**config.mk**
```make
export PLATFORM = sky130hd
export DESIGN_NAME = pipe_chain
export DESIGN_NICKNAME = d
export VERILOG_FILES = /design/src/rtl/pipe_chain.sv
export SDC_FILE = /design/constraint.sdc
export NUM_CORES = 1
export LEC_CHECK = 0
export CELL_PAD_IN_SITES_DETAIL_PLACEMENT = 1
export CELL_PAD_IN_SITES_GLOBAL_PLACEMENT = 1
export CORE_ASPECT_RATIO = 0.9
export CORE_UTILIZATION = 42
export CTS_CLUSTER_DIAMETER = 40
export DETAILED_ROUTE_END_ITERATION = 12
export PLACE_DENSITY_LB_ADDON = 0.2
export SETUP_SLACK_MARGIN = 0.02
export SLEW_MARGIN = 5
export SYNTH_ARGS = -nofsm -noshare
export SYNTH_HDL_FRONTEND = slang
export SYNTH_SLANG_ARGS = --single-unit
export TNS_END_PERCENT = 50
```
**constraint.sdc**
```tcl
create_clock -name clk_i -period 2.3 [get_ports clk_i]
set_input_delay 0.46 -clock clk_i [delete_from_list [all_inputs] [get_ports clk_i]]
set_output_delay 0.46 -clock clk_i [all_outputs]
set_load 0.02 [all_outputs]
```
**src/rtl/pipe_chain.sv**
```systemverilog
// Elastic pipeline-register chain with per-stage valid, stall and flush, and a
// valid/ready handshake at both ends. Optional backpressure counter: PIPE_CHAIN_PERF_CNT_EN.
module pipe_chain #(
  parameter int STAGES = 4,
  parameter int WIDTH  = 32,
  parameter int CNT_W  = $clog2(STAGES + 1)
) (
  input  logic              clk_i,
  input  logic              rst_i,
  input  logic              in_valid_i,
  input  logic [WIDTH-1:0]  in_data_i,
  output logic              in_ready_o,
  output logic              out_valid_o,
  output logic [WIDTH-1:0]  out_data_o,
  input  logic              out_ready_i,
  input  logic [STAGES-1:0] stall_i,
  input  logic [STAGES-1:0] flush_i,
  output logic [STAGES-1:0] stage_valid_o,
  output logic [CNT_W-1:0]  count_o,
  output logic [31:0]       stall_cnt_o
);

  logic [STAGES-1:0] v;
  logic [WIDTH-1:0]  d     [STAGES];
  logic [STAGES-1:0] free;
  logic [STAGES-1:0] inc_v;
  logic [WIDTH-1:0]  inc_d [STAGES];

  // A stage is free when it is not stalled and is either empty or its item
  // moves on this cycle; walking from the output backwards lets bubbles collapse.
  always_comb begin
    logic pass_k;
    // NOTE: blocking assignments here, each output given a value before any read, so no latch is inferred.
    pass_k = out_ready_i;
    free   = '0;
    for (int k = STAGES - 1; k >= 0; k--) begin
      free[k] = ~stall_i[k] & (~v[k] | pass_k);
      pass_k  = free[k];
    end
  end

  // A flushed item is dropped on its way into the next stage, not just in place.
  always_comb begin
    inc_v[0] = in_valid_i;
    inc_d[0] = in_data_i;
    for (int k = 1; k < STAGES; k++) begin
      inc_v[k] = v[k-1] & ~flush_i[k-1];
      inc_d[k] = d[k-1];
    end
  end

  always_ff @(posedge clk_i or negedge rst_i) begin
    if (!rst_i) begin
      v <= '0;
      // NOTE: the payload registers are reset too so out_data_o is 0 out of reset.
      for (int k = 0; k < STAGES; k++) d[k] <= '0;
    end else begin
      for (int k = 0; k < STAGES; k++) begin
        if (free[k]) begin
          v[k] <= inc_v[k];
          if (inc_v[k]) d[k] <= inc_d[k];
        end else begin
          v[k] <= v[k] & ~flush_i[k];
        end
      end
    end
  end

  // Occupancy comes from registered state only, so flush_i has no path to count_o.
  always_comb begin
    count_o = '0;
    for (int k = 0; k < STAGES; k++) count_o = count_o + CNT_W'(v[k]);
  end

  assign in_ready_o    = free[0];
  assign out_valid_o   = v[STAGES-1] & ~flush_i[STAGES-1];
  assign out_data_o    = d[STAGES-1];
  assign stage_valid_o = v;

`ifdef PIPE_CHAIN_PERF_CNT_EN
  logic [31:0] stall_cnt;

  always_ff @(posedge clk_i or negedge rst_i) begin
    if (!rst_i) begin
      stall_cnt <= '0;
    end else if (in_valid_i && !in_ready_o && (stall_cnt != 32'hFFFF_FFFF)) begin
      stall_cnt <= stall_cnt + 32'd1;
    end
  end

  assign stall_cnt_o = stall_cnt;
`else
  assign stall_cnt_o = 32'd0;
`endif

endmodule

```
After elaboration in Yosys (flattened, before gate mapping)

Cells that the tools add are included.

Flip-flop bits (word level): 132
Input port bits: 44
Output and inout port bits: 73
Word-level logic and storage cells: 40

$add $sub $neg: 3
Mux-type cells: 4
Bitwise gates (word level): 24
Reduce and logical (&&, ||, !) cells: 4

Operators by type and width:

| operator                               | count |
|---|---|
| 1-bit NOT                              | 12 |
| 1-bit AND                              | 8 |
| 2-bit AND reduction                    | 4 |
| 1-bit two-way mux                      | 4 |
| 1-bit bitwise OR                       | 4 |
| 2-bit by 1-bit adder with 3-bit output | 1 |
| 3-bit by 1-bit adder with 3-bit output | 1 |
| 1-bit by 1-bit adder with 2-bit output | 1 |

Logic depth before layout (Yosys ltp)

Gate-level depths: netlist of the first run.

Depth after elaboration: 10
Mapped depth: 7
Depth with buffers taken out: 5

Worst setup path before layout of the first run

No wires, ideal clock.

Path type: register to output
Start point: register v[1] (netlist: stage_valid_o[1])
End point: output port count_o[1]
Arrival: 1670 ps
Data required time: 1840 ps
Path slack: 170 ps
Cell stages (with the launch flop): 6
Path buffers: 0
Path through: dfrtp_1 > inv_1 > fa_1 > inv_1 > ha_1 > ha_1

Longest elaborated chain between the ends: 3

RTL lines:

| element                                | line | text |
|---|---|---|
| from (decl)                            | 23   | `logic [STAGES-1:0] v;` |
| from (signal, indexed assignment)      | 60   | `v[k] <= inc_v[k];` |
| from (signal, indexed assignment)      | 63   | `v[k] <= v[k] & ~flush_i[k];` |
| 1-bit by 1-bit adder with 2-bit output | 72   | `for (int k = 0; k < STAGES; k++) count_o = count_o + CNT_W'(v[k]);` |
| 2-bit by 1-bit adder with 3-bit output | 72   |  |
| 3-bit by 1-bit adder with 3-bit output | 72   |  |
| to (decl)                              | 19   | `output logic [CNT_W-1:0] count_o,` |

No other way between the ends.

Final worst setup path of the first run

Same ends and word-level chain as after synthesis.

==> metrics.md, run 1 <==
| Metric | Value |
|---|---|
| Vias per inst | 4.722 |
| Total gr overflow | 0 |
| Most common cell after layout, fill and taps aside | dfrtp_1 |
| Crit share post-route | 104.1% |
| Netlist cell types | 26 |
| Worst setup margin | -95.01 ps |
| Yosys top cell area share | between 50% and 60% |
| Largest family of logic cells by synthesized area | multiplexers |
| Crit Path Class | reg2out |
| First-pass GRT wire length | ~18,000 um |
| Max Root-Sink Buffers | 2 |
| Post-synthesis adder-cell area fraction | less than 1% |
| RePlAce Congestion | ~0.77 |
| Leak Pwr | ~3.4 nW |
| Tot GR Track Use | 16.93% |
| WL/cell | between 15 and 20 um |
| DP Area | around 6500 um2 |
| Critical Path Sink Type | output pin |
| YS warnings | 0 |
| Area growth, synth to finish | 27.48% |
| Clock Latency Late Sink | 420 ps |
| Die width | about 120 um |
| Max-Cap Viols | 0 |
| I/O pin count | 117 |
| Fin nets | ~500 |
| Failing checks | negative setup slack |
| Pwr Density | approximately 1100 nW/um2 |
| Average footprint of a synthesized cell | 15.28 um2 |
| Synth Cell Area | about 5700 um2 |
| Yosys top cell by area | dfrtp_1 |
| Syn Inst Count | between 300 and 400 |
| Crit-path max FO | 2 |
| Min Tclk post-route | roughly 2400 ps |
| Cts bufs inserted | 17 |
| Synthesis-stage register bit count | ~130 |
| Worst Path Buf+Inv | 3 |
| Die area | approximately 14,000 um2 |
| Slowest cell on the critical path | fa_1 |
| Worst clock skew | between 6 and 7 ps |
| Fmax | approximately 420 MHz |
| Synth Area in Simple Gates | ~1.4% |
| Final design area excluding fillers | ~7200 um2 |
| Final setup vio count | 2 |
| Status | finished, violations left |
| Core area | 12,930 um2 |
| Routed wire length | approximately 11,000 um |
| Critical Path Max Stage Delay | about 550 ps |
| Share of cells above drive strength 1 | between 40 and 50% |
| DP HPWL | 6941 um |
| Initial DRC count | between 100 and 150 |
| Crit-path cells | inv_2, fa_1, inv_2, ha_4, ha_4, buf_6 |
| Peak supply drop | between 0.0005 and 0.0006 V |
| Clock root cell | clkbuf_16 |
| CP startpoint kind | flop |
| Post-Place Setup Slack | -189.6 ps |
| Starting Density | a little over two fifths |
| Site Rows | 39 |
| Worst endpoint required time | between 1500 and 2000 ps |
| Clk sinks | 132 |
| Pre-antenna DRT Iters | 4 |
| Commonest cells after routing, fill and taps aside | 132 x dfrtp_1, 99 x mux2_2, 79 x clkdlybuf4s50_1 |
| Die height | about 110 um |
| # DRC | 0 |
| # diodes | 0 |
| # H-tree levels | 4 |
| Delay-heaviest family, CP | adder cells |
| Worst hold margin | just under 500 ps |
| DR vias | 2,956 |
| Seq/Total Area, Yosys | between 50 and 60% |
| Max Transition Viols Final | 0 |
| Hold WC Path Type | in2async |
| Clock-pin slew on the worst setup and hold paths | roughly 50 ps |
| Synth area leaders | dfrtp_1 58%, mux2_2 20%, buf_4 8.5% |
| Post-synthesis mux area share | between 20% and 30% |
| Detail Route Antenna Nets | 0 |
| CTS tree | yes |
| Initial antenna violation count | 0 |
| Largest net degree at the start of global routing | 66 |
| Crit path DAT | roughly 1900 ps |
| RSZ-0062 raised after global routing | true |
| Vias in the first global route | between 3,000 and 4,000 |
| Synth Area in XOR/XNOR | 0% |
| Final Non-Filler Cells | ~630 |
| Hold Fails Final Rpt | 0 |
| Placed Instances | just under 600 |
| Compound-Gate Fraction of Synth Area | 1.192% |
| Port bufs | 84 |
[per-stage QoR]
| step | total power, mW | utilization [%] | TNS, ps |
|---|---|---|---|
| 3_3_place_gp | 4.712 | 50.23 | -5479 |
| 5_1_grt | 8.300 | 55.88 | -288.8 |
| 2_1_floorplan | 4.409 | - | 0 |
| 6_report | 7.918 | 55.88 | -108.7 |
| 4_1_cts | 8.054 | 55.93 | -189.9 |
| 3_5_place_dp | 4.810 | 50.23 | -6883 |
[kinds of logic after synthesis]
logic type                 count (synthesis)
AOI/OAI and AO/OA                         10
adders and majority gates                  3
buffers and inverters                     83
DFF                                      132
muxes                                    128
other                                      1
and+or+nand+nor                           14
[layer usage]
metal	GRT usage (%)	vias up	part of all wire [%]
met1	20.42	1510	44
met3	6.721	19	5.8
met5	0	-	0
met4	7.390	0	1.8
met2	26.89	92	48
li1	-	1335	-
[path summary, 6_finish.rpt]
check	from	to	slack, ps	cells after the start
max in group asynchronous	rst_i	out_data_o[12]	1200	3
worst min register to register	d[49]	out_data_o[17]	500	1
worst min-delay path	rst_i	d[39]	480	2
worst max-delay path	stage_valid_o[1]	count_o[1]	-100	6
min in group clk_i	d[49]	out_data_o[17]	500	1
worst max register to register	stage_valid_o[3]	d[72]	220	7
[layout make-up]
class                   count  area, um2
multi-input cells         187       1901
repair buffers            106       1109
inverters                   5      18.77
clock buffers              22      464.2
well taps                 164      205.2
flip-flops and latches    132       3303
clock inverters            10      225.2
fillers                  1242       5705
[synth_stat cells]
cell,n
conb_1,1
buf_2,6
mux2_2,99
nand2b_1,3
mux2_4,29
nor3b_1,1
ha_1,2
fa_1,1
inv_1,5
buf_12,3
o2111ai_1,1
nand2_1,3
clkbuf_2,1
nand4b_1,1
o21ai_0,4
dfrtp_1,132
nor2_1,4
buf_1,3
buf_6,1
or2_1,1
nor2b_4,1
buf_4,64
a311o_1,1
a21oi_1,1
a311oi_1,1
a21o_1,2
[state kept, by name, summed over array words and instances (netlist names)]
signal / flops
d: 96
out_data_o: 32
stage_valid_o: 4
[timing repair]
item / CTS / global route
endpoints found under the setup margin: 4 / 4
setup buffers: 1 / 0
hold buffers: 1 / 0
gates resized for setup: 27 / 1
hold endpoints to repair: 26 / 0
pin swaps: 2 / 0
[power by group]
part,switching (mW),internal [mW],total (mW)
clock network,0.952,2.19,3.15
logic,0.488,0.896,1.38
registers,0.363,3.03,3.39
[worst register-to-register path, stage by stage (launching register included)]
cell and delay [ps]:
dfrtp_1 390, buf_4 140, nor2b_4 120, buf_4 130, or2_1 210, a311o_2 460
buf_12 190, mux2_4 320
Power figures use the tool's default switching activity.
==> run 2, diff against run 1 <==
SLEW_MARGIN = 20   (was 5)
==> results of run 2 <==
The final DEF is identical to that of run 1; final timing and power are the same.
==> run 3, diff against run 2 <==
CORE_UTILIZATION = 45   (was 42)
clock period = 2.8 ns   (was 2.3 ns; I/O delays follow)
==> run 3 against run 2 <==
Against the previous run:
- the flow now finishes without violations
- hold slack worse by 340 ps
- first-iteration DRC count decreased by 11%
- sequential power decreased by 18%
- clock-buffer cell count unchanged
- routed wire length shrank 1.9%
- cell area is 4.0% lower
- critical path depth stayed put
==> metrics.md, run 3 (synthesis gave the netlist of run 1 again) <==
| Metric | Value |
|---|---|
| Crit path DAT | 2100 ps (+160 ps) |
| Critical Path Sink Type | output pin |
| Cts bufs inserted | 17 (unchanged) |
| Pwr Density | 881.9 nW/um2 (-20%) |
| CP startpoint kind | input port |
| Clock Latency Late Sink | 410 ps (about the same) |
| Slew of the pin with the lowest slew margin | approximately 600 ps |
| Relative slew slack | between 60 and 70% |
| # DRC | 0 (unchanged) |
| Core area | 12,170 um2 (-5.9%) |
| R2R Path End | d[66] |
| Delay-heaviest family, CP | buffers and inverters |
| Fmax | 375.6 MHz |
| Total gr overflow | 0 (unchanged) |
| RePlAce Congestion | 0.7220 (-5.9%) |
| Status | completed |
| WL/cell | 17.09 um (+0.68%) |
| Initial antenna violation count | 1 (+1) |
| Clock root cell | clkbuf_16 |
| Clock-pin slew on the worst setup and hold paths | 60 ps (about the same) |
| Pre-antenna DRT Iters | 4 (unchanged) |
| Die area | 13,050 um2 (-6.6%) |
| Crit-path max FO | 4 (+2) |
| Max Root-Sink Buffers | 2 (unchanged) |
| Commonest cells after routing, fill and taps aside | 132 x dfrtp_1, 99 x mux2_2, 80 x clkdlybuf4s50_1 |
| Die height | 108.5 um (-3.3%) |
| Largest register by flop count | d |
| I/O pin count | 117 (unchanged) |
| Post-Place Setup Slack | 116.0 ps (+305.6 ps) |
| RSZ-0062 raised after global routing | false |
| Starting Density | 46.57% (+2.7 points) |
| First-pass GRT wire length | 17,470 um (-2.1%) |
| Cts hold-fix bufs | 0 (-1) |
| Share of cells above drive strength 1 | 38.31% (-3.3 points) |
| Area growth, synth to finish | 22.34% |
| Vias in the first global route | 3,259 (-2.8%) |
| Worst hold margin | 141.5 ps (-342.9 ps) |
| Fin nets | 483 (-2.6%) |
| Routed wire length | 10,430 um (-1.9%) |
| Clk sinks | 132 (unchanged) |
| Worst R2R Setup Slack | 840 ps (+620 ps) |
| Hold WC Path Type | in2async |
| Vias per inst | 4.818 (+2.0%) |
| Site Rows | 38 (-2.6%) |
| Critical Path Max Stage Delay | 610 ps (+60 ps) |
| # H-tree levels | 4 (unchanged) |
| Worst clock skew | 7.133 ps (+0.5586 ps) |
| Min Tclk post-route | roughly 2700 ps |
| CTS tree | yes |
| Detail Route Antenna Nets | 0 (unchanged) |
| DP HPWL | 6607 um (-4.8%) |
| Most common cell after layout, fill and taps aside | dfrtp_1 |
| Max-Cap Viols | 0 (unchanged) |
| Hold Fails Final Rpt | 0 (unchanged) |
| Worst r2r src | stage_valid_o[3] |
| Peak supply drop | 0.0003971 V (-25%) |
| Crit share post-route | 95.09% |
| Final setup vio count | 0 (-2) |
| R2R depth | 5 (-2) |
| Worst setup margin | 137.5 ps (+232.5 ps) |
| Die width | 120.3 um (-3.3%) |
| Slowest cell on the critical path | clkdlybuf4s50_1 |
| DR vias | 2,939 (-0.58%) |
| Max reg flops | 96 (unchanged) |
| Max Transition Viols Final | 0 (unchanged) |
| Tot GR Track Use | 18.13% (+1.2 points) |
| Port bufs | 84 (unchanged) |
| Worst Path Buf+Inv | 2 (-1) |
| Leak Pwr | 3.298 nW (-3.7%) |
| Largest net degree at the start of global routing | 66 (unchanged) |
| Initial DRC count | 96 (-11%) |
| Final TNS setup | 0 ps (+108.7 ps) |
| Crit Path Class | in2out |
| Worst endpoint required time | 2240 ps (+400 ps) |
| Crit-path cells | clkdlybuf4s50_1, a21o_1, nand2_1, nand2_1, nor2_1, clkdlybuf4s50_1 |
-- run 3: changes by cell type in the layout (fill, tap and decap cells not counted), sizes merged --
cell           previous run  this run
buf                      26        11
bufinv                    7         3
clkinv                    3         5
clkinvlp                  0         2
dlygate4sd2               0         2
clkdlybuf4s50            79        80
diode                     0         1
dlygate4sd3               1         0
-- run 3: through the flow --
stage / cells / power [mW] / utilization [%] / cell area (um2)
after floorplan: 402 / 3.621 / - / 5784
after global placement: 576 / 3.851 / 52.07 / 6337
after detailed placement: 576 / 3.941 / 52.07 / 6337
after CTS: 608 / 6.204 / 56.89 / 6924
after global routing: 609 / 6.420 / 56.95 / 6932
final: 610 / 6.115 / 56.97 / 6934
-- run 3: metal layers --
metal / track usage [%] / up-vias / wire [um]
met1: 22.82 / 1525 / 4777
met4: 6.878 / 0 / 141
met3: 7.278 / 11 / 702
met2: 28.16 / 86 / 4806
met5: 0 / - / 0
li1: - / 1317 / -
-- run 3: layout make-up --
cell class / instances / area (um2)
fill: 1186 / 5238
sequential: 132 / 3303
multi-input combinational: 187 / 1876
timing repair buffer: 93 / 939.7
clock buffer: 22 / 464.2
tap: 160 / 200.2
clock inverter: 10 / 130.1
inverter: 5 / 18.77
antenna: 1 / 2.502
-- run 3: what timing repair did --
| item | CTS | global route |
|---|---|---|
| buffers inserted | 0 | 1 |
| gates resized for setup | 6 | 0 |
| setup endpoints to repair | 3 | 1 |
-- run 3: worst max path at each step --
stage / startpoint / end / cells after the start
after detailed placement: stage_valid_o[0] / count_o[1] / 6
after floorplan: stage_valid_o[1] / count_o[1] / 5
final: stall_i[2] / in_ready_o / 6
after global placement: out_ready_i / in_ready_o / 6
after global routing: stall_i[2] / in_ready_o / 6
after CTS: stage_valid_o[0] / count_o[2] / 6
-- run 3: power by group --
group | switching [mW] | internal [mW]
Combinational | 0.396 | 0.714
Clock | 0.782 | 1.44
Sequential | 0.299 | 2.49
Total | 1.48 | 4.64
